<file path="src/rtl/mat_mul_pkg.sv">
// mat_mul_pkg: shared state encoding and default widths for the matrix-multiply core
package mat_mul_pkg;
    typedef enum logic {S_IDLE = 1'b0, S_STREAM = 1'b1} state_t;
    localparam int DATA_WIDTH_DEF = 32;
    localparam int DIM_LOG_DEF = 1;
endpackage

</file>
<file path="src/rtl/axis_out_fifo.sv">
// axis_out_fifo: small synchronous circular-buffer FIFO with occupancy count
module axis_out_fifo #(
    parameter int DATA_WIDTH = 32,
    parameter int FIFO_DEPTH = 3,
    parameter int COUNT_W = $clog2(FIFO_DEPTH + 1)
)(
    input  logic                  clk,
    input  logic                  rst_n,
    input  logic                  wr_en,
    input  logic [DATA_WIDTH-1:0] wr_data,
    input  logic                  rd_en,
    output logic [DATA_WIDTH-1:0] rd_data,
    output logic [COUNT_W-1:0]    count
);
    localparam int PW = (FIFO_DEPTH > 1) ? $clog2(FIFO_DEPTH) : 1;
    localparam logic [PW-1:0] LAST_P = PW'(FIFO_DEPTH - 1);

    logic [DATA_WIDTH-1:0] mem [FIFO_DEPTH];
    logic [PW-1:0] wr_ptr, rd_ptr;

    assign rd_data = mem[rd_ptr];

    // storage, wrapping pointers and occupancy; storage cleared so the head reads 0 after reset
    always_ff @(posedge clk) begin
        if (!rst_n) begin
            wr_ptr <= '0;
            rd_ptr <= '0;
            count  <= '0;
            for (int i = 0; i < FIFO_DEPTH; i++) mem[i] <= '0;
        end else begin
            if (wr_en) begin
                mem[wr_ptr] <= wr_data;
                wr_ptr <= (wr_ptr == LAST_P) ? '0 : wr_ptr + 1'b1;
            end
            if (rd_en) rd_ptr <= (rd_ptr == LAST_P) ? '0 : rd_ptr + 1'b1;
            count <= count + COUNT_W'(wr_en) - COUNT_W'(rd_en);
        end
    end
endmodule

</file>
<file path="src/rtl/mat_out_streamer.sv">
// mat_out_streamer: reads matR from BRAM in row-major order and streams it over AXI-Stream
module mat_out_streamer
    import mat_mul_pkg::*;
#(
    parameter int DIM_LOG = DIM_LOG_DEF,
    parameter int DIM = 2**DIM_LOG,
    parameter int SIZE = DIM*DIM,
    parameter int SIZE_LOG = 2*DIM_LOG,
    parameter int DATA_WIDTH = DATA_WIDTH_DEF,
    parameter int FIFO_DEPTH = 3
)(
    input  logic                    s00_axi_aclk,
    input  logic                    s00_axi_aresetn,
    input  logic                    start,
    output logic                    busy,
    output logic                    done,
    output logic                    rd_en,
    output logic [SIZE_LOG-1:0]     rd_addr,
    input  logic [DATA_WIDTH-1:0]   rd_data,
    output logic                    m00_axis_tvalid,
    output logic [DATA_WIDTH-1:0]   m00_axis_tdata,
    output logic [DATA_WIDTH/8-1:0] m00_axis_tstrb,
    output logic                    m00_axis_tlast,
    input  logic                    m00_axis_tready
);
    localparam int CW = $clog2(FIFO_DEPTH + 1);
    localparam logic [SIZE_LOG:0]   SIZE_C  = (SIZE_LOG+1)'(SIZE);
    localparam logic [SIZE_LOG-1:0] LAST_C  = SIZE_LOG'(SIZE - 1);
    localparam logic [CW:0]         DEPTH_C = (CW+1)'(FIFO_DEPTH);

    state_t state, state_nx;
    logic [SIZE_LOG:0]   issue_cnt;
    logic [SIZE_LOG-1:0] out_cnt;
    logic [CW-1:0]       fifo_cnt;
    logic                inflight, hs, last_hs;

    assign m00_axis_tstrb = '1;

    // state register
    always_ff @(posedge s00_axi_aclk)
        state <= !s00_axi_aresetn ? S_IDLE : state_nx;

    // next state: a start is only honoured while idle, so a start during a transfer is dropped
    always_comb
        state_nx = (state == S_IDLE) ? (start ? S_STREAM : S_IDLE)
                                     : (last_hs ? S_IDLE : S_STREAM);

    // outputs: read issue depends only on registered terms, never on tready
    always_comb begin
        busy            = state == S_STREAM;
        rd_en           = busy && (issue_cnt < SIZE_C)
                          && (({1'b0, fifo_cnt} + (CW+1)'(inflight)) < DEPTH_C);
        rd_addr         = issue_cnt[SIZE_LOG-1:0];
        m00_axis_tvalid = fifo_cnt != '0;
        m00_axis_tlast  = m00_axis_tvalid && (out_cnt == LAST_C);
        hs              = m00_axis_tvalid && m00_axis_tready;
        last_hs         = hs && (out_cnt == LAST_C);
    end

    // counters clear on reset and on the final handshake; inflight tracks the one-cycle BRAM latency
    always_ff @(posedge s00_axi_aclk) begin
        if (!s00_axi_aresetn || last_hs) begin
            issue_cnt <= '0;
            out_cnt   <= '0;
            inflight  <= 1'b0;
        end else begin
            if (rd_en) issue_cnt <= issue_cnt + 1'b1;
            if (hs) out_cnt <= out_cnt + 1'b1;
            inflight <= rd_en;
        end
        done <= s00_axi_aresetn && last_hs;
    end

    axis_out_fifo #(
        .DATA_WIDTH(DATA_WIDTH),
        .FIFO_DEPTH(FIFO_DEPTH),
        .COUNT_W(CW)
    ) u_fifo (
        .clk(s00_axi_aclk),
        .rst_n(s00_axi_aresetn),
        .wr_en(inflight),
        .wr_data(rd_data),
        .rd_en(hs),
        .rd_data(m00_axis_tdata),
        .count(fifo_cnt)
    );
endmodule

</file>
<file path="config.mk">
export PLATFORM = sky130hd
export DESIGN_NAME = mat_out_streamer
export DESIGN_NICKNAME = d
export VERILOG_FILES = /design/src/rtl/mat_mul_pkg.sv /design/src/rtl/axis_out_fifo.sv /design/src/rtl/mat_out_streamer.sv
export SDC_FILE = /design/constraint.sdc
export NUM_CORES = 1
export LEC_CHECK = 0
export BUFFER_PORTS_ARGS = -buffer_cell sky130_fd_sc_hd__buf_2
export CORE_MARGIN = 1
export CORE_UTILIZATION = 40
export DETAILED_ROUTE_END_ITERATION = 7
export PLACE_DENSITY_LB_ADDON = 0.3
export SYNTH_ARGS = -nofsm -noshare
export SYNTH_HDL_FRONTEND = slang
export SYNTH_HIERARCHICAL = 1
export SYNTH_SLANG_ARGS = --single-unit
</file>
<file path="constraint.sdc">
create_clock -name s00_axi_aclk -period 5.15 [get_ports s00_axi_aclk]
set_input_delay 0.7725 -clock s00_axi_aclk [delete_from_list [all_inputs] [get_ports s00_axi_aclk]]
set_output_delay 0.7725 -clock s00_axi_aclk [all_outputs]
set_load 0.005 [all_outputs]
</file>
==> out/results.tsv, run 1 <==
metric	value	unit
WL final	11.7	mm
overflow left after global routing	0	
Ant. Diodes	0	
Post-synth EDFFs	128	
clk_skew	0.00488	ns
HP Class	register to register	
setup_tns	0	ns
Worst setup SP type	register	
Total GRT Usage	16.1	%
flop-to-flop setup slack	3.30	ns
Slew headroom	37.2	%
crit-path max FO	23	
synth warn	6	
area of the core	0.0147	sq mm
postcts setup bufs	0	
layout cells sized above 1	31.8	%
clk sink count	144	
Non-Filler Instances	630	
Synth Register Bits	144	
CTS tree	built	
via count	3162	
Internal	2.20	mW
Distinct cells, synth	39	
DR WL/cell	18.5	microns
Core Util, Final	48.4	%
Die H	126	microns
Sw Share	23.0	%
Final Cycle Share	59.4	%
fin. max-slew vios	0	
Psw	657	uW
Post-Place Cells	599	
top_reg_cell synth	edfxtp_1	
Crit path required time	4.38	ns
Cells after Synth	356	
final net count	476	
drt first-iter violations	240	
Initial Utilization	41.6	%
synth cell count leaders	edfxtp_1 (128), and2_1 (99), mux4_2 (30)	
power per cell area	402	mW/mm^2
post-cts resize count	0	
vias per cell	5.02	
I/O pins	79	
# H-tree levels	4	
ys async rst share	0	%
Clk pin slew, worst setup/hold paths	0.05	ns
first-pass GRT wire length	18.4	mm
power share of the sequential group	48.6	%
final-report hold violation count	0	
part of the power in combinational logic	13.8	%
IO buf count	74	
synthesis-to-finish area growth	16.5	%
pin count of the biggest net entering global routing	33	
die area	0.0158	sq mm
Lkg Pwr	2.72	nW
cts bufs inserted	17	
Setup-failing EPs final	0	
Mean Syn Cell Area	17.2	sq um
Post-Syn Area	0.00611	sq mm
register area share after synthesis	68.1	%
HPWL Detailed	6.59	mm
number of max-cap violations	0	
Crit. End Element	output pin	
top-area cell type share of the netlist area	62.9	%
Synth area leaders	edfxtp_1 (63%), mux4_2 (11%), and2_1 (10%)	
Max Fclk	327	MHz
num rows	44	
clk root buf	clkbuf_16	
placer's final routability congestion estimate	0.668	
initial antenna violation count	0	
area leader, netlist	edfxtp_1	
antenna-violating nets left	0	
min Tclk post-route	3.06	ns
width of the die	126	microns
count leader, synth	edfxtp_1	
deepest clock path buffer count	2	
# DRC	8	
worst setup path class	register to output pin	
number of global-route vias before repair	3415	
share of total power in the clock network	37.6	%
failing checks	DRC	
worst skew pair latency	0.41	ns
RSZ-0062 raised after global routing	false	
hold_buf cts	0	
slew of the pin with the lowest slew margin	0.938	ns
outcome	finished, violations left	
DRT Pass-1 Iters	7	
worst vdd ir	262	uV
Worst EP arrival	2.28	ns
## layout make-up
cell class	instances	area, sq um
clock buffer	20	437
timing repair buffer	79	408
sequential	144	4170
tap	184	230
multi-input combinational	187	1790
clock inverter	11	73.8
inverter	5	18.8
fill	1259	7580
## state kept, by name, summed over array words and instances (netlist names), named ones only
name,flops
u_fifo/count,2
u_fifo/rd_ptr,2
busy,1
out_cnt,2
u_fifo/mem,128
inflight,1
u_fifo/wr_ptr,2
issue_cnt,3
done,1
## logic make-up after synthesis
| logic type | count (synthesis) | synth area share (%) |
|---|---|---|
| compound gates | 15 | 1.58 |
| buf+inv | 28 | 3.26 |
| mux | 33 | 12.1 |
| simple gates | 127 | 13.1 |
| fa+ha+maj | 6 | 1.23 |
| other cells | 1 | 0.0614 |
| flops | 144 | 68.1 |
| xor+xnor | 2 | 0.512 |
## layer usage
layer	track usage (%)	share of wire, %	vias to the layer above
met4	7.53	1.4	0
met2	27.1	51	83
met3	4.32	4.9	15
met5	0	0	-
met1	19.2	43	1578
li1	-	-	1486
## worst paths after layout
kind                               start                  to  depth (start not counted)
worst max-delay path            register  m00_axis_tdata[24]                          3
worst min-delay path                busy                busy                          1
worst max register to register  inflight   u_fifo/mem[3][26]                          1
worst min register to register      busy                busy                          1
## power by group through the flow
stage,Sequential [mW],Clock (mW),Combinational (mW)
after global placement,1.41,0,0.397
final,1.39,1.08,0.394
after floorplan,1.38,0,0.317
after global routing,1.40,1.15,0.438
after CTS,1.39,1.10,0.406
after detailed placement,1.42,0,0.404
## critical path, cell delays in order (launching register included)
cell and delay, ns:
dfxtp_2 0.58, buf_4 0.51, mux4_1 0.63, buf_2 0.15
## placed cells by master (no fill, tap or decap), drive strengths merged, types with 5 or more instances in the layout
cell type  count
edfxtp       128
and2          99
buf           79
mux4          32
clkbuf        20
dfxtp         16
clkinv        10
ha             6
inv            5
o21ai          5
## per-stage QoR
step	total power [mW]	area (sq um)	hold WS (ns)	setup WS [ns]
6_report	2.86	7120	0.496	2.09
2_1_floorplan	1.70	6120	0.465	1.88
3_3_place_gp	1.81	6610	0.481	2.48
4_1_cts	2.90	7120	0.498	2.00
5_1_grt	2.99	7120	0.508	1.94
3_5_place_dp	1.82	6610	0.487	2.45
No activity file was read; power rests on OpenSTA's default activity.
==> run 2: changes to the inputs <==
==> constraint.sdc (replaced) <==
create_clock -name s00_axi_aclk -period 2.6 [get_ports s00_axi_aclk]
set_input_delay 0.39 -clock s00_axi_aclk [delete_from_list [all_inputs] [get_ports s00_axi_aclk]]
set_output_delay 0.39 -clock s00_axi_aclk [all_outputs]
set_load 0.005 [all_outputs]
==> out/results.tsv, run 2 (synthesized netlist as in run 1, its figures left out) <==
metric	value	unit
commonest non-fill, non-tap cell in the layout	edfxtp_1	
most frequent cells in the layout	edfxtp_1 (128), and2_1 (99), buf_2 (74)	
clk sink count	144	
largest registers	u_fifo/mem: 128 flops, issue_cnt: 3 flops	
part of the power in combinational logic	13.3	%
DRT Pass-1 Iters	8	
drt first-iter violations	258	
fin. max-slew vios	0	
Slew headroom	58.7	%
Initial Utilization	41.6	%
share of total power in the clock network	41.9	%
Finished Cell Area	0.00731	sq mm
final net count	483	
placed inst area	0.00669	sq mm
first-pass GRT wire length	18.9	mm
area of the core	0.0147	sq mm
HP Class	input pin to register	
total power draw	6.13	mW
Total GRT Usage	16.5	%
# H-tree levels	4	
initial antenna violation count	1	
CTS tree	built	
worst hold slack	0.183	ns
Setup-failing EPs final	0	
pin count of the biggest net entering global routing	33	
Worst setup SP type	register	
Ant. Diodes	0	
power per cell area	839	mW/mm^2
final-report hold violation count	0	
register ranked first by flip-flop count	u_fifo/mem	
post-cts resize count	0	
Final Cycle Share	91.6	%
number of max-cap violations	0	
vias per cell	5.05	
overflow left after global routing	0	
setup_tns	0	ns
antenna-violating nets left	0	
deepest clock path buffer count	2	
worst vdd ir	470	uV
Die H	126	microns
# DRC	8	
clk root buf	clkbuf_16	
Lkg Pwr	2.80	nW
width of the die	126	microns
Max Fclk	420	MHz
crit-path max FO	13	
Clk pin slew, worst setup/hold paths	0.06	ns
I/O pins	79	
DR WL/cell	18.7	microns
slew of the pin with the lowest slew margin	0.613	ns
Psw	1.33	mW
RSZ-0062 raised after global routing	false	
Crit. End Element	output pin	
power share of the sequential group	44.9	%
Sw Share	21.7	%
placer's final routability congestion estimate	0.720	
outcome	finished, violations left	
failing checks	DRC	
synthesis-to-finish area growth	19.7	%
hold_buf cts	0	
worst skew pair latency	0.41	ns
cts bufs inserted	17	
Crit path required time	2.21	ns
post-route setup slack	0.217	ns
via count	3225	
IO buf count	74	
Worst EP arrival	1.99	ns
die area	0.0158	sq mm
Largest register FFs	128	
num rows	44	
layout cells sized above 1	33.7	%
WL final	11.9	mm
Internal	4.80	mW
HPWL Detailed	7.26	mm
clk_skew	0.00742	ns
Layout fillers	1223	
min Tclk post-route	2.38	ns
worst setup path class	register to output pin	
postcts setup bufs	0	
number of global-route vias before repair	3468	
pre-CTS WS	0.588	ns
## run 2: changes by cell type in the layout (fill, tap and decap cells not counted), sizes merged
cell,before,now
buf,79,86
bufinv,1,5
clkinv,10,4
clkinvlp,0,3
## run 2: metal layers
layer | track usage (%) | share of wire (%)
met1 | 19.6 | 40
met2 | 27.9 | 53
met3 | 5.09 | 6.5
met4 | 6.53 | 0.78
met5 | 0 | 0.084
## run 2: worst paths after layout
kind | start | end | slack [ns] | depth (start not counted)
worst min-delay path | rd_data[21] | u_fifo/mem[3][21] | 0.18 | 1
worst max-delay path | register | m00_axis_tdata[2] | 0.22 | 3
worst max register to register | inflight | issue_cnt[0] | 0.83 | 5
worst min register to register | busy | busy | 0.50 | 1
## run 2: area by class of cell
cell class                 count  area [sq um]  area share [%]
tap                          184           230            3.15
clock inverter                12           190            2.60
sequential                   144          4170            57.0
inverter                       5          18.8           0.257
timing repair buffer          86           485            6.64
multi-input combinational    187          1790            24.4
clock buffer                  20           437            5.97
## run 2: power groups by stage
| stage | Clock [mW] | Combinational, mW | Sequential (mW) |
|---|---|---|---|
| 2_1_floorplan | 0 | 0.627 | 2.74 |
| 3_3_place_gp | 0 | 0.807 | 2.80 |
| 3_5_place_dp | 0 | 0.837 | 2.81 |
| 4_1_cts | 2.61 | 0.839 | 2.76 |
| 5_1_grt | 2.71 | 0.901 | 2.77 |
| 6_report | 2.57 | 0.813 | 2.75 |
## run 2: critical path, cell delays in order (launching register included)
cell and delay, ns:
dfxtp_2 0.61, buf_4 0.29, mux4_2 0.53, buf_2 0.14
## run 2: metrics by stage
| stage | util, % | std cells |
|---|---|---|
| CTS | 49.8 | 638 |
| detailed placement | 45.5 | 606 |
| finish | 49.8 | 638 |
| global placement | 45.5 | 606 |
| floorplan | - | 359 |
| global route | 49.8 | 638 |
